**src/rtl/gate_chk_sat_cnt.sv**
```systemverilog
// Saturating up-counter with synchronous clear and increment enable.
// Also exposes the next-state value so callers can act on the post-edge count.
module gate_chk_sat_cnt #(
    parameter int W = 8
) (
    input  logic         clk,
    input  logic         rst_n,
    input  logic         clr_i,
    input  logic         inc_i,
    output logic [W-1:0] cnt_o,
    output logic [W-1:0] cnt_nxt_o
);

    localparam logic [W-1:0] CNT_MAX = {W{1'b1}};
    localparam logic [W-1:0] CNT_ONE = W'(1);

    logic [W-1:0] cnt_q;
    logic [W-1:0] cnt_d;

    // Next count: clear has priority, increment stops at all-ones.
    always_comb begin
        cnt_d = cnt_q;
        if (clr_i) begin
            cnt_d = {W{1'b0}};
        end else if (inc_i && (cnt_q != CNT_MAX)) begin
            cnt_d = cnt_q + CNT_ONE;
        end else begin
            cnt_d = cnt_q;
        end
    end

    // Count register.
    always_ff @(posedge clk or negedge rst_n) begin
        if (!rst_n) begin
            cnt_q <= {W{1'b0}};
        end else begin
            cnt_q <= cnt_d;
        end
    end

    assign cnt_o     = cnt_q;
    assign cnt_nxt_o = cnt_d;

endmodule

```
**config.mk**
```make
export PLATFORM = sky130hd
export DESIGN_NAME = gate_chk_sat_cnt
export DESIGN_NICKNAME = d
export VERILOG_FILES = /design/src/rtl/gate_chk_sat_cnt.sv
export SDC_FILE = /design/constraint.sdc
export NUM_CORES = 1
export LEC_CHECK = 0
export BUFFER_PORTS_ARGS = -buffer_cell sky130_fd_sc_hd__buf_4
export CAP_MARGIN = 20
export CORE_AREA = 4 4 41 43
export CTS_CLUSTER_DIAMETER = 30
export DETAILED_ROUTE_END_ITERATION = 10
export DIE_AREA = 0 0 45 47
export PLACE_DENSITY = 0.61
export REMOVE_ABC_BUFFERS = 1
export SKIP_LAST_GASP = 1
export SLEW_MARGIN = 40
export SYNTH_ARGS = -nofsm -noshare
export SYNTH_HDL_FRONTEND = slang
export SYNTH_SLANG_ARGS = --single-unit
```
**constraint.sdc**
```tcl
create_clock -name clk -period 5.2 [get_ports clk]
set_input_delay 1.3 -clock clk [delete_from_list [all_inputs] [get_ports clk]]
set_output_delay 1.3 -clock clk [all_outputs]
set_load 0.02 [all_outputs]
```
After elaboration in Yosys (flattened, before gate mapping)
Cells that the tools add are included.

Register bits: 8. Bits in latches: 0. RAM bits: 0. Bits of input ports: 4. Memory bits (read-only): 0. Output and inout port bits: 16. Memories kept: 0.

Mux-type cells: 2. Div/mod/pow operators: 0. $lt $le $gt $ge: 0. Reductions and logical operators: 1. Shifts and indexed selects: 0. Bitwise gates (word level): 0. $add $sub $neg: 1. Eq/ne operators: 1. $mul: 0.

Operators with widths (count): 8-bit two-way mux (2); 8-bit by 1-bit adder with 8-bit output, second input constant (1); 8-bit inequality test, second input constant (1); 1-bit logical AND (1).

Logic depth before layout (Yosys ltp)
Depth after elaboration: 4. Gate-level depth with buffers: 5. Depth with buffers taken out: 4.

Worst setup path after synthesis
OpenSTA, ideal clock, no wires.

Kind: input to output. Start: input port inc_i. End: output port cnt_nxt_o[7]. Data arrival time: 2.283 ns. Stages: 4. Path slack: 1.617 ns. Data required time: 3.900 ns. Path through: buf_4 > and4_1 > a31oi_1 > a211oi_1.

Longest elaborated chain between the ends: 3.

RTL lines: start, declared (RTL line 9) `input logic inc_i,`; 1-bit logical AND (RTL line 25) `end else if (inc_i && (cnt_q != CNT_MAX)) begin`; 8-bit two-way mux (RTL line 25); 8-bit two-way mux (RTL line 23) `if (clr_i) begin`; end, declared (RTL line 11) `output logic [W-1:0] cnt_nxt_o`.

Every way passes these cells.

Worst setup path after layout
Start: input port inc_i. End: output port cnt_nxt_o[5].

Same word-level chain as after synthesis.

==> out/metrics.yaml <==
timing.final.crit_period_ps: 3670
wl_mm: 1.13
cp_data_required_time_ps: 3900
layout-drive-gt1-share: 0.438
multi_input_area_um2: 264
fillers: 134
detail_route.wl_per_cell_um: 14.2
p_per_area_mw_per_mm2: 202
cts_setup_buffers: 0
place_inst: 76
synth_cells: 45
crit_start: "inc_i"
vias: 447
clock-root-buffer: "clkbuf_4"
maxCapViolCount: 0
p_sw_frac: 0.251
grt_max_degree: 12
final_cell_count_no_fill: 79
start_util: 0.384
syn_avg_cell_area_um2: 11.1
core_mm2: 0.00130
drc_errors: 0
seqCellArea_um2: 200
drt_iter0_drc: 6
async_flop_share: 1.00
grt_setup_unrepaired: "false"
grt_pass1_vias: 420
fmax_mhz: 273
firstDrtPassIters: 4
p_sw_mw: 0.0331
place_ws_ps: 1540
synth_area_um2: 499
status: "finished, final reports clean"
cts_sinks: 8
p_clk_frac: 0.355
synth_edf_count: 0
synth_cell_type_count: 27
synthFlopType: "dfrtp_1"
cp_max_fo: 9
io_pins: 20
maxSlewViolCount: 0
yosysMostFrequentCell: "dfrtp_1"
seqPwrFrac: 0.500
cts_resized: 0
largest_reg_flops: 8
grt_usage: 0.127
cts_tree: "yes"
grt_pass1_wl_mm: 1.82
ir_worst_vdd_mv: 0.111
clk_path_buf_depth: 2
synth_common_cells: "8 x dfrtp_1, 3 x a211oi_1, 3 x a21oi_1, 3 x nor2b_1"
start_kind: "primary input"
syn2layout_area_growth_pct: 30.6
hp-class: "flop to flop"
fin_skew_ps: 3.65
die_area_mm2: 0.00212
clock_latency_ps: 250
via_per_inst: 5.66
dp_hpwl_um: 816
critPathArrivalTime_ps: 2370
synth-seq-area-share: 0.401
antennaDiodeCount: 0
internal-power_mw: 0.0988
layout_setup_ws_ps: 1530
ys_warn_count: 0
antenna_found_initial: 0
final-hold-violation-count: 0
setup_viol: 0
grt_overflow_total: 0
gp_congestion: 0.787
slew_headroom: 0.783
hp-start: "cnt_o[7]"
power.total_mw: 0.132
yosys-top-cells-area: "dfrtp_1 40%, mux2_4 6.0%, a211oi_1 4.5%"
clk_pin_slew_worst_paths_ps: 50
end_kind: "primary output"
yosysTopAreaCell: "dfrtp_1"
postCtsHoldBufs: 0
rows: 13
cts_inserted_buffers: 3
finalNetCount: 71
finalSetupTns_ps: 0
h-tree-depth: 1
max_slew.worst_pin.slew_ps: 326
pwr-share-comb: 0.145
die_h_um: 47
leakagePower_nw: 0.309
portBuffers: 19
ys_ff_latch: 8
r2r_start: "cnt_o[0]"
ant_nets: 0
die_w_um: 45
netlist.area_leader.share: 0.401
critPathKind: "primary input to primary output"
period_share: 0.705
-- logic make-up after synthesis --
| group | count (synthesis) | synth area share |
|---|---|---|
| simple gates | 17 | 0.221 |
| fa+ha+maj | 1 | 0.0251 |
| flops | 8 | 0.401 |
| compound gates | 12 | 0.203 |
| buf+inv | 4 | 0.0702 |
| mux | 3 | 0.0802 |
-- layer usage --
layer	vias up	global-route usage	routed length, um
li1	214	-	-
met1	210	0.142	491
met2	21	0.186	484
met3	2	0.0805	134
met4	0	0.0702	15
met5	-	0	0
-- critical path, cell delays in order --
cell and delay, ps:
buf_4 130, nand4_1 180, a211oi_2 280, mux2_4 320, buf_4 160
-- per-stage QoR --
stage          hold slack [ps]  area (um2)   util
2_1_floorplan              777         468      -
3_3_place_gp               561         629  0.484
3_5_place_dp               567         629  0.484
4_1_cts                    573         652  0.501
5_1_grt                    602         652  0.501
6_report                   570         652  0.501
-- area by class of cell --
cell class | count | area share
Clock buffer | 3 | 0.0345
Inverter | 1 | 0.00576
Multi-Input combinational cell | 33 | 0.405
Sequential cell | 8 | 0.307
Tap cell | 15 | 0.0288
Timing Repair Buffer | 19 | 0.219
-- power by group through the flow --
stage               clock network, mW  registers [mW]  logic, mW
detailed placement                  0          0.0670     0.0196
floorplan                           0          0.0685    0.00733
finish                         0.0469          0.0660     0.0191
global route                   0.0559          0.0662     0.0211
global placement                    0          0.0670     0.0194
CTS                            0.0502          0.0660     0.0195
-- placed cells by master (no fill, tap or decap) --
master,n
inv_1,1
a31oi_1,1
mux2i_1,1
nor2b_1,3
nand4_1,1
buf_4,19
and3_1,2
nand3_1,1
nor4b_1,1
clkbuf_4,3
a41oi_2,1
a21boi_2,1
and4_1,1
ha_1,1
a21oi_1,3
nand2_1,1
dfrtp_1,8
a211oi_2,1
nor3_1,1
mux2_4,2
a211oi_1,3
nand2b_1,2
and4b_1,1
and4_4,1
nor2_1,2
a311oi_1,2
-- worst paths after layout --
check	endpoint	slack (ps)	depth (start not counted)
max	cnt_nxt_o[5]	1530	5
max reg2reg	cnt_o[5]	3570	4
min	cnt_o[7]	570	1
min reg2reg	cnt_o[7]	570	1
max in group asynchronous	cnt_o[2]	4210	1
min in group asynchronous	cnt_o[0]	850	1
Power figures use the tool's default switching activity.
